===== config.mk =====
export PLATFORM = sky130hd
export DESIGN_NAME = alu_issue_ctrl
export DESIGN_NICKNAME = d
export VERILOG_FILES = /design/src/rtl/alu_issue_ctrl_pkg.sv /design/src/rtl/alu_issue_ctrl_rr_arb2.sv /design/src/rtl/alu_issue_ctrl.sv
export SDC_FILE = /design/constraint.sdc
export NUM_CORES = 1
export LEC_CHECK = 0
export ABC_AREA = 1
export ABC_CLOCK_PERIOD_IN_PS = 2600
export CORE_MARGIN = 5
export CORE_UTILIZATION = 35
export DETAILED_ROUTE_END_ITERATION = 7
export HOLD_SLACK_MARGIN = 0.12
export PLACE_DENSITY = 0.85
export SLEW_MARGIN = 20
export SYNTH_ARGS = -nofsm -noshare
export SYNTH_HDL_FRONTEND = slang
export SYNTH_SLANG_ARGS = --single-unit

===== constraint.sdc =====
create_clock -name clk -period 2.6 [get_ports clk]
set_input_delay 0.39 -clock clk [delete_from_list [all_inputs] [get_ports clk]]
set_output_delay 0.39 -clock clk [all_outputs]
set_load 0.1 [all_outputs]

===== src/rtl/alu_issue_ctrl_pkg.sv =====
// alu_issue_ctrl_pkg: shared state encodings, id width, opcode values and request record
package alu_issue_ctrl_pkg;
    localparam int ID_W = 1;
    localparam logic [1:0] ALUQ_IDLE = 2'd0;
    localparam logic [1:0] ALUQ_EXEC = 2'd1;
    localparam logic [1:0] ALUQ_MCPW = 2'd2;
    localparam logic [1:0] ALUQ_RESP = 2'd3;
    localparam logic [5:0] OP_ADD = 6'h01;
    localparam logic [5:0] OP_SUB = 6'h02;
    localparam logic [5:0] OP_MOV = 6'h03;
    localparam logic [5:0] OP_ROL = 6'h04;
    localparam logic [5:0] OP_MUL = 6'h05;
    typedef struct packed {
        logic [5:0]  op;
        logic [31:0] a;
        logic [31:0] b;
    } alu_req_t;
endpackage


===== src/rtl/alu_issue_ctrl_rr_arb2.sv =====
// alu_rr_arb2: two-way round-robin arbiter; prio_q names the winner when both requesters are valid
module alu_rr_arb2 #(
    parameter bit RR_INIT = 1'b0
) (
    input  logic       clk,
    input  logic       reset_b,
    input  logic [1:0] valid_i,
    input  logic       accept_i,
    output logic [1:0] grant_o,
    output logic       gnt_id_o
);
    logic prio_q;
    assign gnt_id_o = valid_i[1] & (~valid_i[0] | prio_q);
    assign grant_o  = (valid_i == 2'b00) ? 2'b00 : (gnt_id_o ? 2'b10 : 2'b01);
    always_ff @(posedge clk) begin
        if (!reset_b)
            prio_q <= RR_INIT;
        else if (accept_i)
            prio_q <= ~gnt_id_o;
    end
endmodule


===== src/rtl/alu_issue_ctrl.sv =====
// alu_issue_ctrl: shares one ALU between two requesters with round-robin issue and per-requester C/V flags
// Define ALU_ISSUE_B2B_EN to arbitrate during the response handover for one op per 2 cycles.
module alu_issue_ctrl
    import alu_issue_ctrl_pkg::*;
#(
    parameter int unsigned MCP_CYCLES = 1,
    parameter int unsigned RR_INIT    = 0
) (
    input  logic        clk,
    input  logic        reset_b,
    input  logic        req0_valid,
    output logic        req0_ready,
    input  logic [5:0]  req0_opcode,
    input  logic [31:0] req0_a,
    input  logic [31:0] req0_b,
    input  logic        req1_valid,
    output logic        req1_ready,
    input  logic [5:0]  req1_opcode,
    input  logic [31:0] req1_a,
    input  logic [31:0] req1_b,
    output logic [31:0] alu_a,
    output logic [31:0] alu_b,
    output logic [5:0]  alu_opcode,
    output logic        alu_cin,
    output logic        alu_vin,
    input  logic [31:0] alu_dout,
    input  logic        alu_cout,
    input  logic        alu_vout,
    input  logic        alu_mcp,
    output logic        rsp_valid,
    input  logic        rsp_ready,
    output logic [ID_W-1:0] rsp_id,
    output logic [31:0] rsp_data,
    output logic        rsp_cout,
    output logic        rsp_vout,
    output logic [1:0]  c_flag,
    output logic [1:0]  v_flag
);
    logic [1:0]      state_q, state_d;
    alu_req_t        req_q;
    logic [ID_W-1:0] id_q;
    logic [2:0]      cnt_q;
    logic [1:0]      c_q, v_q;
    logic [31:0]     data_q;
    logic            rc_q, rv_q;
    logic [1:0]      gnt;
    logic            gnt_id, arb_en, accept, cap;

    alu_rr_arb2 #(.RR_INIT(RR_INIT != 0)) u_arb (
        .clk      (clk),
        .reset_b  (reset_b),
        .valid_i  ({req1_valid, req0_valid}),
        .accept_i (accept),
        .grant_o  (gnt),
        .gnt_id_o (gnt_id)
    );

`ifdef ALU_ISSUE_B2B_EN
    assign arb_en = (state_q == ALUQ_IDLE) || (state_q == ALUQ_RESP && rsp_ready);
`else
    assign arb_en = (state_q == ALUQ_IDLE);
`endif
    assign accept     = arb_en & (req0_valid | req1_valid);
    assign req0_ready = arb_en & gnt[0];
    assign req1_ready = arb_en & gnt[1];
    assign cap        = (state_q == ALUQ_EXEC && !alu_mcp) || (state_q == ALUQ_MCPW && cnt_q == 3'd1);

    always_comb begin
        state_d = state_q;
        unique case (state_q)
            ALUQ_IDLE: state_d = accept ? ALUQ_EXEC : ALUQ_IDLE;
            ALUQ_EXEC: state_d = alu_mcp ? ALUQ_MCPW : ALUQ_RESP;
            ALUQ_MCPW: state_d = (cnt_q == 3'd1) ? ALUQ_RESP : ALUQ_MCPW;
            default:   state_d = !rsp_ready ? ALUQ_RESP : (accept ? ALUQ_EXEC : ALUQ_IDLE);
        endcase
    end

    always_ff @(posedge clk) begin
        if (!reset_b) begin
            state_q <= ALUQ_IDLE;
            req_q   <= '0;
            id_q    <= '0;
            cnt_q   <= '0;
            c_q     <= '0;
            v_q     <= '0;
            data_q  <= '0;
            rc_q    <= 1'b0;
            rv_q    <= 1'b0;
        end else begin
            state_q <= state_d;
            if (accept) begin
                req_q <= gnt_id ? {req1_opcode, req1_a, req1_b} : {req0_opcode, req0_a, req0_b};
                id_q  <= gnt_id;
            end
            if (state_q == ALUQ_EXEC)
                cnt_q <= 3'(MCP_CYCLES);
            else if (state_q == ALUQ_MCPW)
                cnt_q <= cnt_q - 3'd1;
            if (cap) begin
                data_q    <= alu_dout;
                rc_q      <= alu_cout;
                rv_q      <= alu_vout;
                c_q[id_q] <= alu_cout;
                v_q[id_q] <= alu_vout;
            end
        end
    end

    assign alu_a      = req_q.a;
    assign alu_b      = req_q.b;
    assign alu_opcode = req_q.op;
    assign alu_cin    = c_q[id_q];
    assign alu_vin    = v_q[id_q];
    assign rsp_valid  = (state_q == ALUQ_RESP);
    assign rsp_id     = id_q;
    assign rsp_data   = data_q;
    assign rsp_cout   = rc_q;
    assign rsp_vout   = rv_q;
    assign c_flag     = c_q;
    assign v_flag     = v_q;
endmodule

==> impl_summary.md, run 1 <==
Global route
The number of antenna violations at the first check in global routing came to 0. The largest net degree at the start of global routing is 66. The wire length of the first global-routing pass is 29000 um. Global routing finished with a remaining overflow of 0. The number of global-route vias before repair was 5777. The total routing resource utilization after global routing is 19.9%.

Hold path
The class of the tightest hold or removal check is input port to flop. The worst hold path stage count is 3.

Synthesis
The total of flip-flops plus latches after synthesis is between 100 and 150. The mapped netlist covers 5360 um^2. The share of synthesized area occupied by flip-flops and latches is 43.0%. The area share of the largest cell type after synthesis is 43.0%. In the synthesized netlist, the number of instances is 785. The count of warnings emitted by yosys is 0. Synthesis produced a netlist with a net count of a little under 1000.

Sorting the synthesized cells by area gives the leading types as sky130_fd_sc_hd__dfxtp_1 (43%), sky130_fd_sc_hd__nand3_1 (14%), sky130_fd_sc_hd__nand2_1 (11%). After synthesis, the mean cell area works out to 6.83 um^2. The number of different library cells used by synthesis comes to 22.

Summed over all instances, the cell type with the most area after synthesis is sky130_fd_sc_hd__dfxtp_1.

Floorplanning
The overall die width is ~130 um. The die area is 17900 um^2. The core region is 15100 um^2. Measured along the y axis, the die boundary spans 134 um. The effective utilization at floorplan is 35.5%. The placement row count is 45. The number of top-level design ports is 294.

Cells and area
The library cells used most frequently in the layout, excluding fill and tap cells, are sky130_fd_sc_hd__clkdlybuf4s50_1 (177), sky130_fd_sc_hd__nand2_1 (162), sky130_fd_sc_hd__nand3_1 (146). The fraction of final layout cells with drive strength greater than 1 is 15.6%. The final non-filler cell total is around 1200. The most common cell after layout, fill and taps aside is sky130_fd_sc_hd__clkdlybuf4s50_1. The number of antenna diodes is 0.

The layout overhead on the synthesized area is 62.8%. The number of nets in the layout is 1234.

Routing
The wire length after detailed routing is 18900 um. After detailed routing, the average wire length per cell comes to 15.1 um. The number of DRC markers in iteration 0 is ~380.

In this run the remaining antenna-violating nets after routing total 0. The first detailed-routing pass ran for 7 iterations. The number of vias in the routed layout is 6095. After detailed routing, the number of remaining DRC violations is 0.

The via-per-instance ratio is ~5.

Power
The switching share of power is 51.6%. For this design the total switching power over the nets is about 5.6 mW. The clock network is responsible for around 23% of the overall power. Sequential cells account for 22.7% of the total power.

Dividing total power by cell area gives a power density of 1240 nW/um^2. Internal power comes to 5.25 mW. For this design the static power due to leakage is 4.31 nW. The peak supply drop is 840 uV.

The part of the total power dissipated in combinational logic is 54.2%.

Worst setup path
For the worst setup path, the data arrival time is approximately 1.6 ns. The type of element launching the critical path is an input port. The required arrival time at the worst endpoint is 2.21 ns. The peak fanout along the critical path is 17.

STA classifies the critical path endpoint as an output pin. The worst setup path category is input port to output pin. Measured in cells, the most critical reg-to-reg path has a length of 7.

Timing
The number of max-slew violations in the final report is 0. The setup TNS is 0 ns. Setup violations remaining at the end of the flow were counted as 0.

The clock period minus final worst setup slack is 1.97 ns. The actual transition at the worst max-transition pin is 0.756 ns. Timing would allow up to 507 MHz.

The worst path uses 75.9% of the clock period. The worst-case clock skew is 0.00699 ns. Setup repair after global routing left no endpoint under its margin.

The tightest slew margin relative to the limit is 49.6%. The total count of hold-check failures in the final report is 0.

Status
The run finished with clean final reports.

CTS
The number of hold buffers added after CTS was 0. The post-CTS setup buffer count is 0. The TritonCTS buffer count is 17. The clock latency at the later pin of the worst-skew pair is slightly above 0.4 ns.

The number of buffers between clock root and the deepest sink is 2. The root buffer cell is sky130_fd_sc_hd__clkbuf_16. The post-cts sizing count is 0. The clock-pin slew on the worst setup and hold paths is approximately 0.05 ns. TritonCTS built the clock tree. The H-tree was split into 4 levels. The clock sink total is 115.

Place
The final estimated routing congestion in global placement is 0.795. The number of port buffers is 293. The detailed-placement wirelength estimate is 13300 um. Counting tap cells, the placed design contains a total of 1217 instances.

Flow run
Across the run, the number of max-cap violations was 0.
-- critical path, stage by stage --
cell                              delay, ns
sky130_fd_sc_hd__clkdlybuf4s50_1       0.48
sky130_fd_sc_hd__nand2_2               0.28
sky130_fd_sc_hd__nand3_1               0.14
sky130_fd_sc_hd__inv_1                 0.12
sky130_fd_sc_hd__buf_12                0.18
-- path summary, 6_finish.rpt --
path               from       endpoint  slack [ns]
max          req0_valid     req1_ready        0.63
min          req1_valid         rsp_id        0.45
max reg2reg  state_q[0]  alu_opcode[4]        0.88
min reg2reg    alu_a[2]       alu_a[2]        0.46
-- state kept, by name (all words and copies together), names as in the netlist --
signal / flops
rsp_cout: 1
cnt_q: 3
alu_opcode: 6
rsp_vout: 1
u_arb.prio_q: 1
state_q: 2
alu_a: 32
c_flag: 2
alu_b: 32
rsp_id: 1
v_flag: 2
rsp_data: 32
-- final cells by class --
cell class | instances | area [um^2]
clock buffers | 23 | 488
clock inverters | 9 | 150
fillers | 1378 | 6360
inverters | 102 | 383
multi-input cells | 506 | 2390
flip-flops and latches | 115 | 2300
well taps | 188 | 235
repair buffers | 306 | 2770
-- stage by stage --
stage / worst slack (ns) / util [%] / cell area [um^2] / power (mW) / hold WS [ns]
after CTS: 0.622 / 57.8 / 8720 / 10.9 / 0.449
after floorplan: 0.307 / - / 5360 / 6.99 / 0.453
after global placement: 0.597 / 53.6 / 8090 / 8.32 / 0.453
after global routing: 0.587 / 57.8 / 8720 / 11.3 / 0.468
after detailed placement: 0.540 / 53.6 / 8090 / 8.37 / 0.457
final: 0.626 / 57.8 / 8720 / 10.8 / 0.448
-- synthesized netlist by cell type --
master / number
sky130_fd_sc_hd__nor3_1: 1
sky130_fd_sc_hd__inv_1: 99
sky130_fd_sc_hd__nand2_1: 162
sky130_fd_sc_hd__a211oi_1: 1
sky130_fd_sc_hd__buf_4: 3
sky130_fd_sc_hd__nand2_2: 1
sky130_fd_sc_hd__nand3_1: 146
sky130_fd_sc_hd__inv_2: 3
sky130_fd_sc_hd__o21ai_2: 1
sky130_fd_sc_hd__ha_1: 6
sky130_fd_sc_hd__clkbuf_1: 23
sky130_fd_sc_hd__nor2_1: 72
sky130_fd_sc_hd__nand4_1: 55
sky130_fd_sc_hd__a21oi_1: 24
sky130_fd_sc_hd__dfxtp_1: 115
sky130_fd_sc_hd__buf_6: 5
sky130_fd_sc_hd__buf_2: 20
sky130_fd_sc_hd__a21oi_2: 1
sky130_fd_sc_hd__o21ai_0: 35
sky130_fd_sc_hd__clkbuf_2: 1
sky130_fd_sc_hd__a31oi_1: 1
sky130_fd_sc_hd__buf_1: 10
-- per-layer routing --
metal	share of wire (%)	track usage [%]	vias to the layer above
li1	-	-	3070
met1	41	23.5	2734
met2	48	33.2	255
met3	8.5	6.80	36
met4	2.9	8.06	0
met5	0	0	-
-- power by group through the flow --
| stage | clock network, mW | registers [mW] | logic [mW] |
|---|---|---|---|
| after global routing | 2.64 | 2.51 | 6.19 |
| after CTS | 2.55 | 2.46 | 5.90 |
| after global placement | 0 | 2.47 | 5.85 |
| after detailed placement | 0 | 2.48 | 5.89 |
| final | 2.51 | 2.46 | 5.88 |
| after floorplan | 0 | 5.35 | 1.64 |
-- cells by family (layout without fill, tap and decap cells) --
group	Yosys count	count (layout)	share of synthesized area (%)
AO/OA/AOI/OAI	63	63	6.09
AND/OR/NAND/NOR	437	437	36.7
buffers and inverters	164	440	12.9
flip-flops	115	115	43.0
adder cells (fa/ha/maj)	6	6	1.40
(Power assumes the default switching activity.)
==> run 2, diff against run 1 <==
- ABC_CLOCK_PERIOD_IN_PS: 2600 -> 1900
- clock period: 2.6 -> 1.9 ns (I/O delays scaled with it)
==> impl_summary.md, run 2 (same netlist as run 1, synthesis figures left out) <==
Status
The run finished with clean final reports.

Cells and area
The number of antenna diodes is 0 (unchanged). The final non-filler cell total is 1254 (+0.40%). The library cells used most frequently in the layout, excluding fill and tap cells, are sky130_fd_sc_hd__clkdlybuf4s50_1 (177), sky130_fd_sc_hd__nand2_1 (162), sky130_fd_sc_hd__nand3_1 (145). The combined flip-flop and latch cell area is 2310 um^2 (+0.27%). The number of fill cells in the layout is 1358 (-1.5%). Leaving out fill and tap cells, the most frequent cell in the layout is sky130_fd_sc_hd__clkdlybuf4s50_1. The number of nets in the layout is 1241 (+0.57%). The combined area of the multi-input logic cells is 2400 um^2 (+0.21%).

The fraction of final layout cells with drive strength greater than 1 was 16.8% (+1.1 points). Compared with the post-synthesis result, the final layout area differs by 66.1%.

Routing
The first-pass iteration count of the detailed router was 5 (-2). The via-per-instance ratio came to 4.87 (-0.27%). The wire length per cell after detailed routing is 14.8 um (-2.2%). The wire length after detailed routing is 18500 um (-1.8%). The number of nets with antenna violations after detailed routing is 0 (unchanged). The number of vias in the routed layout was 6103 (+0.13%). The number of remaining DRC errors is 0 (unchanged). The number of DRC markers in iteration 0 is 319 (-15%).

Timing
The number of max-slew violations in the final report is 0 (unchanged). The clock period minus final worst setup slack is 1.79 ns. Setup repair after global routing left no endpoint under its margin. The setup TNS is 0 ns (unchanged). The maximum frequency from static timing analysis is around 560 MHz. The tightest slew margin relative to the limit is 51.0% (+1.4 points).

The final critical path takes up 94.3% of the cycle. The actual transition at the worst max-transition pin is 0.735 ns (-0.0211 ns). The count of endpoints failing setup in the final report is 0 (unchanged).

The total count of hold-check failures in the final report is 0 (unchanged). The worst-case clock skew came to 0.00591 ns (-0.00108 ns).

Flow run
The total of max-cap violations was 0 (unchanged).

Hold path
In this run the most critical hold path is launched from reset_b. The worst hold path terminates at alu_b[14]. The worst hold path stage count is 3 (unchanged).

The tightest min-delay check is of the input port to flop type.

Global route
The wire length of the first global-routing pass is 29100 um (+0.26%). The largest net degree at the start of global routing is 71 (+7.6%). The number of antenna violations at the first check in global routing was 0 (unchanged). The total overflow reported by the global router was 0 (unchanged). The total routing resource utilization after global routing is 19.9% (about the same). The number of global-route vias before repair came to 5730 (-0.81%).

Worst setup path
The required arrival time at the worst endpoint is 1.62 ns (-0.59 ns). STA classifies the critical path startpoint as an input port. The internal reg-to-reg setup slack came to 0.33 ns (-0.55 ns).

The critical register-to-register path endpoint is rsp_data[18]. The number of cells on the worst reg-to-reg path came to 8 (+1). In this run the worst setup path begins at req0_valid. The peak fanout along the critical path is 3 (-14). The startpoint of the most critical register-to-register path is state_q[0]. The type of element capturing the critical path is an output pin. The data arrival time at the worst-slack endpoint is 1.51 ns (-0.07 ns). The worst setup path category is input port to output pin.

CTS
The clock sink total is 115 (unchanged). The depth of the CTS H-tree is 4 (unchanged). The clock latency at the later pin of the worst-skew pair is 0.40 ns (about the same). The root buffer cell is sky130_fd_sc_hd__clkbuf_16.

TritonCTS built the clock tree. The TritonCTS buffer count is 17 (unchanged). The number of buffers between clock root and the deepest sink came to 2 (unchanged). The clock-pin slew on the worst setup and hold paths is 0.05 ns (about the same).

Power
The leakage power is 4.38 nW (+1.5%). The power density normalized to cell area is 1680 nW/um^2 (+35%). The peak supply drop is 1120 uV (+33%).

Place
The final estimated routing congestion in global placement was 0.794 (about the same). The number of port buffers is 293 (unchanged). The detailed-placement wirelength estimate is 13300 um (-0.21%). The number of instances in the placed design was 1224 (+0.58%).

Floorplanning
The die area is 17900 um^2 (unchanged). The effective utilization at floorplan is 35.5% (unchanged). The number of top-level design ports is 294 (unchanged). The overall die width is 134 um (unchanged).

The die extent in y is 134 um (unchanged). The area of the core is 15100 um^2 (unchanged). The placement row count is 45 (unchanged).
[run 2: cell count changes in the layout (fill, tap and decap cells not counted), moves of 3 or more]
cell and change:
sky130_fd_sc_hd__dfxtp_1 -5, sky130_fd_sc_hd__buf_4 -3, sky130_fd_sc_hd__buf_12 +10, sky130_fd_sc_hd__dfxtp_2 +5
[run 2: stage by stage]
stage	worst slack (ns)	utilization [%]	cell area [um^2]	hold WS (ns)	power [mW]
2_1_floorplan	0.00372	-	5370	0.420	9.58
3_3_place_gp	0.153	54.8	8270	0.453	11.6
3_5_place_dp	0.114	54.8	8270	0.454	11.7
4_1_cts	0.0429	59.0	8900	0.299	15.1
5_1_grt	0.0554	59.0	8900	0.312	15.7
6_report	0.108	59.0	8900	0.317	15.0
[run 2: metal layers]
layer  wire (um)  vias to the layer above  part of all wire (%)  track usage [%]
met1        7600                     2769                    41             23.7
met2        9130                      237                    49             33.5
met4         203                        0                   1.1             5.83
met3        1590                       18                   8.6             7.44
met5           0                        -                     0                0
li1            -                     3079                     -                -
[run 2: final cells by class]
cell class | instances | share of cell area (%)
Multi-Input combinational cell | 506 | 26.9
Tap cell | 188 | 2.64
Timing Repair Buffer | 313 | 33.1
Clock inverter | 9 | 1.73
Clock buffer | 21 | 5.28
Inverter | 102 | 4.34
Sequential cell | 115 | 25.9
[run 2: timing repair]
action,in CTS,in global routing
hold buffers,0,0
setup endpoints to repair,0,1
resized for setup,0,1
buffers inserted,0,0
[run 2: how the worst max path moves through the flow]
stage / to / slack [ns] / cells after the start
2_1_floorplan: req0_ready / 0.004 / 7
3_3_place_gp: req0_ready / 0.15 / 6
3_5_place_dp: req0_ready / 0.11 / 6
5_1_grt: req1_ready / 0.06 / 5
6_report: req0_ready / 0.11 / 6
4_1_cts: req1_ready / 0.04 / 5
[run 2: power by group]
group | leakage [nW] | internal (mW) | switching, mW
combinational | 3.13 | 2.00 | 6.25
clock | 0.301 | 2.28 | 1.09
sequential | 0.947 | 3.02 | 0.329
total | 4.38 | 7.31 | 7.67
[run 2: worst max-delay path, cell delays in order]
cell	delay, ns
sky130_fd_sc_hd__clkdlybuf4s50_1	0.57
sky130_fd_sc_hd__inv_1	0.10
sky130_fd_sc_hd__a21oi_4	0.17
sky130_fd_sc_hd__nand2_1	0.10
sky130_fd_sc_hd__inv_1	0.11
sky130_fd_sc_hd__buf_12	0.18
